**config.mk**
```make
export PLATFORM = sky130hd
export DESIGN_NAME = fp_sub_issue_buffer
export DESIGN_NICKNAME = d
export VERILOG_FILES = /design/src/rtl/fp_sub_issue_buffer.sv
export SDC_FILE = /design/constraint.sdc
export NUM_CORES = 1
export LEC_CHECK = 0
export BUFFER_PORTS_ARGS = -buffer_cell sky130_fd_sc_hd__buf_2
export CAP_MARGIN = 40
export CORE_MARGIN = 4
export CORE_UTILIZATION = 50
export DETAILED_ROUTE_END_ITERATION = 10
export GPL_TIMING_DRIVEN = 1
export PLACE_DENSITY = 0.68
export SLEW_MARGIN = 15
export SYNTH_ARGS = -nofsm -noshare
export SYNTH_HDL_FRONTEND = slang
export SYNTH_SLANG_ARGS = --single-unit
```
**constraint.sdc**
```tcl
create_clock -name clock -period 5.11 [get_ports clock]
set_input_delay 0.2555 -clock clock [delete_from_list [all_inputs] [get_ports clock]]
set_output_delay 0.2555 -clock clock [all_outputs]
set_load 0.01 [all_outputs]
```
**src/rtl/fp_sub_issue_buffer.sv**
```systemverilog
// Issue/capture stage around the fixed-latency FP subtractor: tracks valid/tag through the
// subtractor pipe, captures results with classification flags, and credit-limits issue.
module fp_sub_issue_buffer #(
    parameter int unsigned LATENCY = 13,
    parameter int unsigned DEPTH   = 16,
    parameter int unsigned TAG_W   = 4
) (
    input  logic                     clock,
    input  logic                     reset,
    input  logic                     in_valid,
    output logic                     in_ready,
    input  logic [31:0]              in_a,
    input  logic [31:0]              in_b,
    input  logic [TAG_W-1:0]         in_tag,
    output logic [31:0]              sub_a,
    output logic [31:0]              sub_b,
    input  logic [31:0]              sub_s,
    output logic                     out_valid,
    input  logic                     out_ready,
    output logic [31:0]              out_s,
    output logic [TAG_W-1:0]         out_tag,
    output logic [2:0]               out_flags,
    output logic [$clog2(DEPTH):0]   inflight
);

    localparam int unsigned PW = $clog2(DEPTH);
    localparam int unsigned CW = PW + 1;
    localparam int unsigned EW = 32 + TAG_W + 3;

    logic               fire;
    logic               pop;
    logic               cap;
    logic               empty;
    logic               full;
    logic [LATENCY-1:0] vpipe_q;
    logic [LATENCY-1:0] vpipe_d;
    logic [TAG_W-1:0]   tpipe_q [LATENCY];
    logic [PW:0]        wr_ptr_q;
    logic [PW:0]        wr_ptr_d;
    logic [PW:0]        rd_ptr_q;
    logic [PW:0]        rd_ptr_d;
    logic [CW-1:0]      inflight_q;
    logic [CW-1:0]      inflight_d;
    logic [EW-1:0]      mem_q [DEPTH];
    logic [EW-1:0]      head;
    logic [7:0]         cap_exp;
    logic [22:0]        cap_mant;
    logic [2:0]         cap_flags;

    // Subtractor runs freely; only cycles with a set valid bit are captured.
    assign sub_a = in_a;
    assign sub_b = in_b;

    // Credit check uses the registered count only, so out_ready never reaches in_ready.
    assign in_ready  = inflight_q < CW'(DEPTH);
    assign fire      = in_valid & in_ready;
    assign empty     = wr_ptr_q == rd_ptr_q;
    assign full      = (wr_ptr_q[PW] != rd_ptr_q[PW]) &&
                       (wr_ptr_q[PW-1:0] == rd_ptr_q[PW-1:0]);
    assign out_valid = ~empty;
    assign pop       = out_valid & out_ready;
    assign cap       = vpipe_q[LATENCY-1];
    assign inflight  = inflight_q;

    assign cap_exp   = sub_s[30:23];
    assign cap_mant  = sub_s[22:0];
    assign cap_flags = {(cap_exp == 8'hFF) && (cap_mant != 23'd0),
                        (cap_exp == 8'hFF) && (cap_mant == 23'd0),
                        cap_exp == 8'h00};

    // Head is gated so outputs read zero while the FIFO is empty.
    assign head = mem_q[rd_ptr_q[PW-1:0]];
    assign {out_s, out_tag, out_flags} = out_valid ? head : '0;

    always_comb begin
        vpipe_d    = {vpipe_q[LATENCY-2:0], fire};
        wr_ptr_d   = wr_ptr_q;
        rd_ptr_d   = rd_ptr_q;
        inflight_d = inflight_q;
        if (cap) begin
            wr_ptr_d = wr_ptr_q + 1'b1;
        end
        if (pop) begin
            rd_ptr_d = rd_ptr_q + 1'b1;
        end
        unique case ({fire, pop})
            2'b10:   inflight_d = inflight_q + 1'b1;
            2'b01:   inflight_d = inflight_q - 1'b1;
            default: inflight_d = inflight_q;
        endcase
    end

    always_ff @(posedge clock or negedge reset) begin
        if (!reset) begin
            vpipe_q    <= '0;
            wr_ptr_q   <= '0;
            rd_ptr_q   <= '0;
            inflight_q <= '0;
            for (int i = 0; i < int'(LATENCY); i++) begin
                tpipe_q[i] <= '0;
            end
        end else begin
            vpipe_q    <= vpipe_d;
            wr_ptr_q   <= wr_ptr_d;
            rd_ptr_q   <= rd_ptr_d;
            inflight_q <= inflight_d;
            tpipe_q[0] <= in_tag;
            for (int i = 1; i < int'(LATENCY); i++) begin
                tpipe_q[i] <= tpipe_q[i-1];
            end
        end
    end

    // Storage needs no reset: entries are only visible between write and pop.
    always_ff @(posedge clock) begin
        if (cap) begin
            mem_q[wr_ptr_q[PW-1:0]] <= {sub_s, tpipe_q[LATENCY-1], cap_flags};
        end
    end

    a_no_overflow: assert property (@(posedge clock) disable iff (!reset) !(cap && full));
    a_credit_range: assert property (@(posedge clock) disable iff (!reset)
                                     inflight_q <= CW'(DEPTH));

endmodule

```
==> run summary <==
Yosys Warn Count -> 0
IO Port Bufs -> 85
most frequent cells in the layout -> edfxtp_1, mux4_2, buf_2, a22oi_1, dfrtp_1
DRT antenna net count -> 0
min Tclk post-route -> 3.55 ns
CP Class -> reg2out
worst skew pair latency -> 0.59 ns
post-DP HPWL -> 30900 um
clk sinks -> 704
Mapped Nets -> 1329
internal power -> 0.0116 W
Hold Vio Cnt, Final -> 0
Reg power frac -> 42.2%
Final #Nets -> 1408
first-pass GRT wire length -> 83900 um
largest net degree at the start of global routing -> 160
Initial DRC Count -> 1475
final max-slew violation count -> 0
Die ar. -> 57000 um^2
area grow syn2layout -> 13.2%
DR vias -> 12.4k
placed cell count -> 1906
clk buf depth -> 3
DRT Wirelength -> 56600 um
GP Congestion -> 0.745
crit-path cells -> buf_12 -> mux4_2 -> a22oi_1 -> a21oi_1 -> buf_2
syn_area_per_cell -> 21.9 um^2
CTS tree -> built
f_max -> 282 MHz
crit-path leading delay family -> flip-flops
Min-Delay Path Class -> in2reg
status -> finished, final reports clean
combinational share of power -> 27.6%
Post-Syn Area -> 26600 um^2
std cell rows -> 84
DR pass1 iterations -> 5
final clock period utilization by the worst path -> 69.5%
max cap viols -> 0
crit path DAT -> 3.30 ns
CTS root buf -> clkbuf_16
CP startpoint kind -> flip-flop
drt via density -> 6.08
Cell variety after synth -> 34
CP peak stage delay -> 0.86 ns
Post-CTS Setup Bufs -> 0
Avg WL per Cell -> 27.8 um
CTS HTree Levels -> 3
Final Power -> 0.0164 W
clock power share -> 30.2%
Slowest-stage cell, CP -> dfrtp_4
layout cells sized above 1 -> 30.1%
Mapped Cells -> 1217
RSZ-0062 raised after global routing -> false
initial antenna violation count -> 4
crit-path max FO -> 66
endpoint class of the critical path -> output pin
most common cell after layout, fill and taps aside -> edfxtp_1
Non-Filler Instances -> 2040
CP required -> 4.85 ns
total CTS buffers -> 70
Tot GR Track Use -> 20.0%
slew at the pin closest to its max-slew limit -> 1.07 ns
Filler cells -> 3709
pwr dens -> 545 nW/um^2
Top Ports -> 214
DRC Markers -> 0
LEAKAGE -> 9.91 nW
P_sw -> 0.00484 W
register bit total from synthesis -> 704
Finished Core Util -> 57.2%
Hold Slack -> 0.0481 ns
max_slew headroom -> 28.7%
Die H -> 239 um
chip width -> 239 um
Net Sw Frac -> 29.5%
vias in the first global route -> 12.8k
GRT Residual Overflow -> 0
clock skew -> 0.0253 ns
post_cts resized -> 0
sequential fraction of the synthesis area -> 78.0%
Initial Utilization -> 50.5%
clock slew at reported path FFs -> 0.06 ns
WP buf/inv -> 2
setup tns final -> 0 ns
Core Area -> 52700 um^2
peak supply drop -> 0.000642 V
Finish-stage setup viols -> 0
[power groups by stage]
stage	Combinational (W)	Clock, W	Sequential, W
2_1_floorplan	0.00315	0	0.00690
3_3_place_gp	0.00443	0	0.00703
3_5_place_dp	0.00459	0	0.00705
4_1_cts	0.00461	0.00505	0.00694
5_1_grt	0.00484	0.00531	0.00697
6_report	0.00453	0.00496	0.00693
[worst register-to-register path: stages (launching register included)]
cell and delay [ns]:
dfrtp_4 0.86, xor2_1 0.20, nor2_1 0.11, a21boi_1 0.37, ha_1 0.42, xor2_1 0.19, ha_1 0.22, inv_1 0.05
a222oi_1 0.30, nor3_1 0.10, xnor2_1 0.13
[metrics by stage]
stage                     setup slack [ns]  area, um^2
after detailed placement              2.04       27800
final                                 1.56       30100
after global placement                2.11       27400
after CTS                             1.44       30100
after floorplan                       1.19       26600
after global routing                  1.33       30100
[kinds of logic (layout without fill, tap and decap cells)]
| family | Yosys count | after routing | share of synthesized area, % |
|---|---|---|---|
| AOI/OAI and AO/OA | 130 | 130 | 3.24 |
| buffers and inverters | 135 | 267 | 3.31 |
| DFF | 704 | 704 | 78.0 |
| other | 0 | 3 | 0 |
| muxes | 158 | 158 | 13.3 |
| adders and majority gates | 8 | 8 | 0.376 |
| and+or+nand+nor | 62 | 62 | 1.17 |
| xor gates and xnor gates | 20 | 20 | 0.658 |
[final cells by class]
type                            count  area (um^2)  share of cell area, %
Sequential cell                   704        20700                   68.9
Multi-Input combinational cell    378         5120                   17.0
Clock buffer                       98         1970                   6.55
Timing Repair Buffer              135         1140                   3.77
Tap cell                          688          861                   2.86
Clock inverter                     27          248                  0.822
Inverter                            7         26.3                 0.0872
Antenna cell                        3         7.51                 0.0249
[Yosys cell counts, drive strengths merged]
cell	instances	area, um^2
a211o	1	8.76
a21boi	1	7.51
a21o	1	7.51
a21oi	45	225
a222oi	1	10.0
a22oi	78	586
and2	2	12.5
buf	110	786
clkbuf	18	67.6
dfrtp	80	2000
edfxtp	624	18700
ha	8	100
inv	7	26.3
mux2	2	22.5
mux4	156	3510
nand2	11	41.3
nand2b	5	31.3
nand3	1	5.00
nand4	6	37.5
nor2	19	71.3
nor2b	3	18.8
nor3	7	40.0
nor4	6	37.5
o21ai	2	10.0
o31ai	1	7.51
or4	2	15.0
xnor2	4	35.0
xor2	16	140
[state kept, by name (all words and copies together), names as in the netlist]
signal	count
tpipe_q	52
inflight	5
rd_ptr_q	5
wr_ptr_q	5
mem_q	624
vpipe_q	13
[repair_timing]
action | 4_1_cts | 5_1_grt
endpoints found under the hold margin | 68 | 0
hold buffers | 6 | 0
setup endpoints to repair | 0 | 0
[routing by layer]
| metal | vias to the layer above | track usage, % | part of all wire, % |
|---|---|---|---|
| li1 | 5119 | - | - |
| met1 | 6640 | 30.3 | 42 |
| met2 | 549 | 30.5 | 48 |
| met3 | 93 | 4.23 | 8.6 |
| met4 | 4 | 4.85 | 1.8 |
| met5 | - | 0 | 0.037 |
[path summary, 6_finish.rpt]
check / startpoint / to / slack (ns) / cells after the start
min in group asynchronous: reset / tpipe_q[49] / 0.15 / 2
setup / recovery: rd_ptr_q[0] / out_s[21] / 1.56 / 5
max in group asynchronous: reset / tpipe_q[4] / 4.37 / 3
hold / removal: sub_s[13] / mem_q[11][20] / 0.05 / 1
hold reg to reg: tpipe_q[6] / tpipe_q[2] / 0.34 / 0
setup reg to reg: rd_ptr_q[0] / inflight[4] / 2.04 / 10
Note: power is estimated with default switching activity, not from simulation.
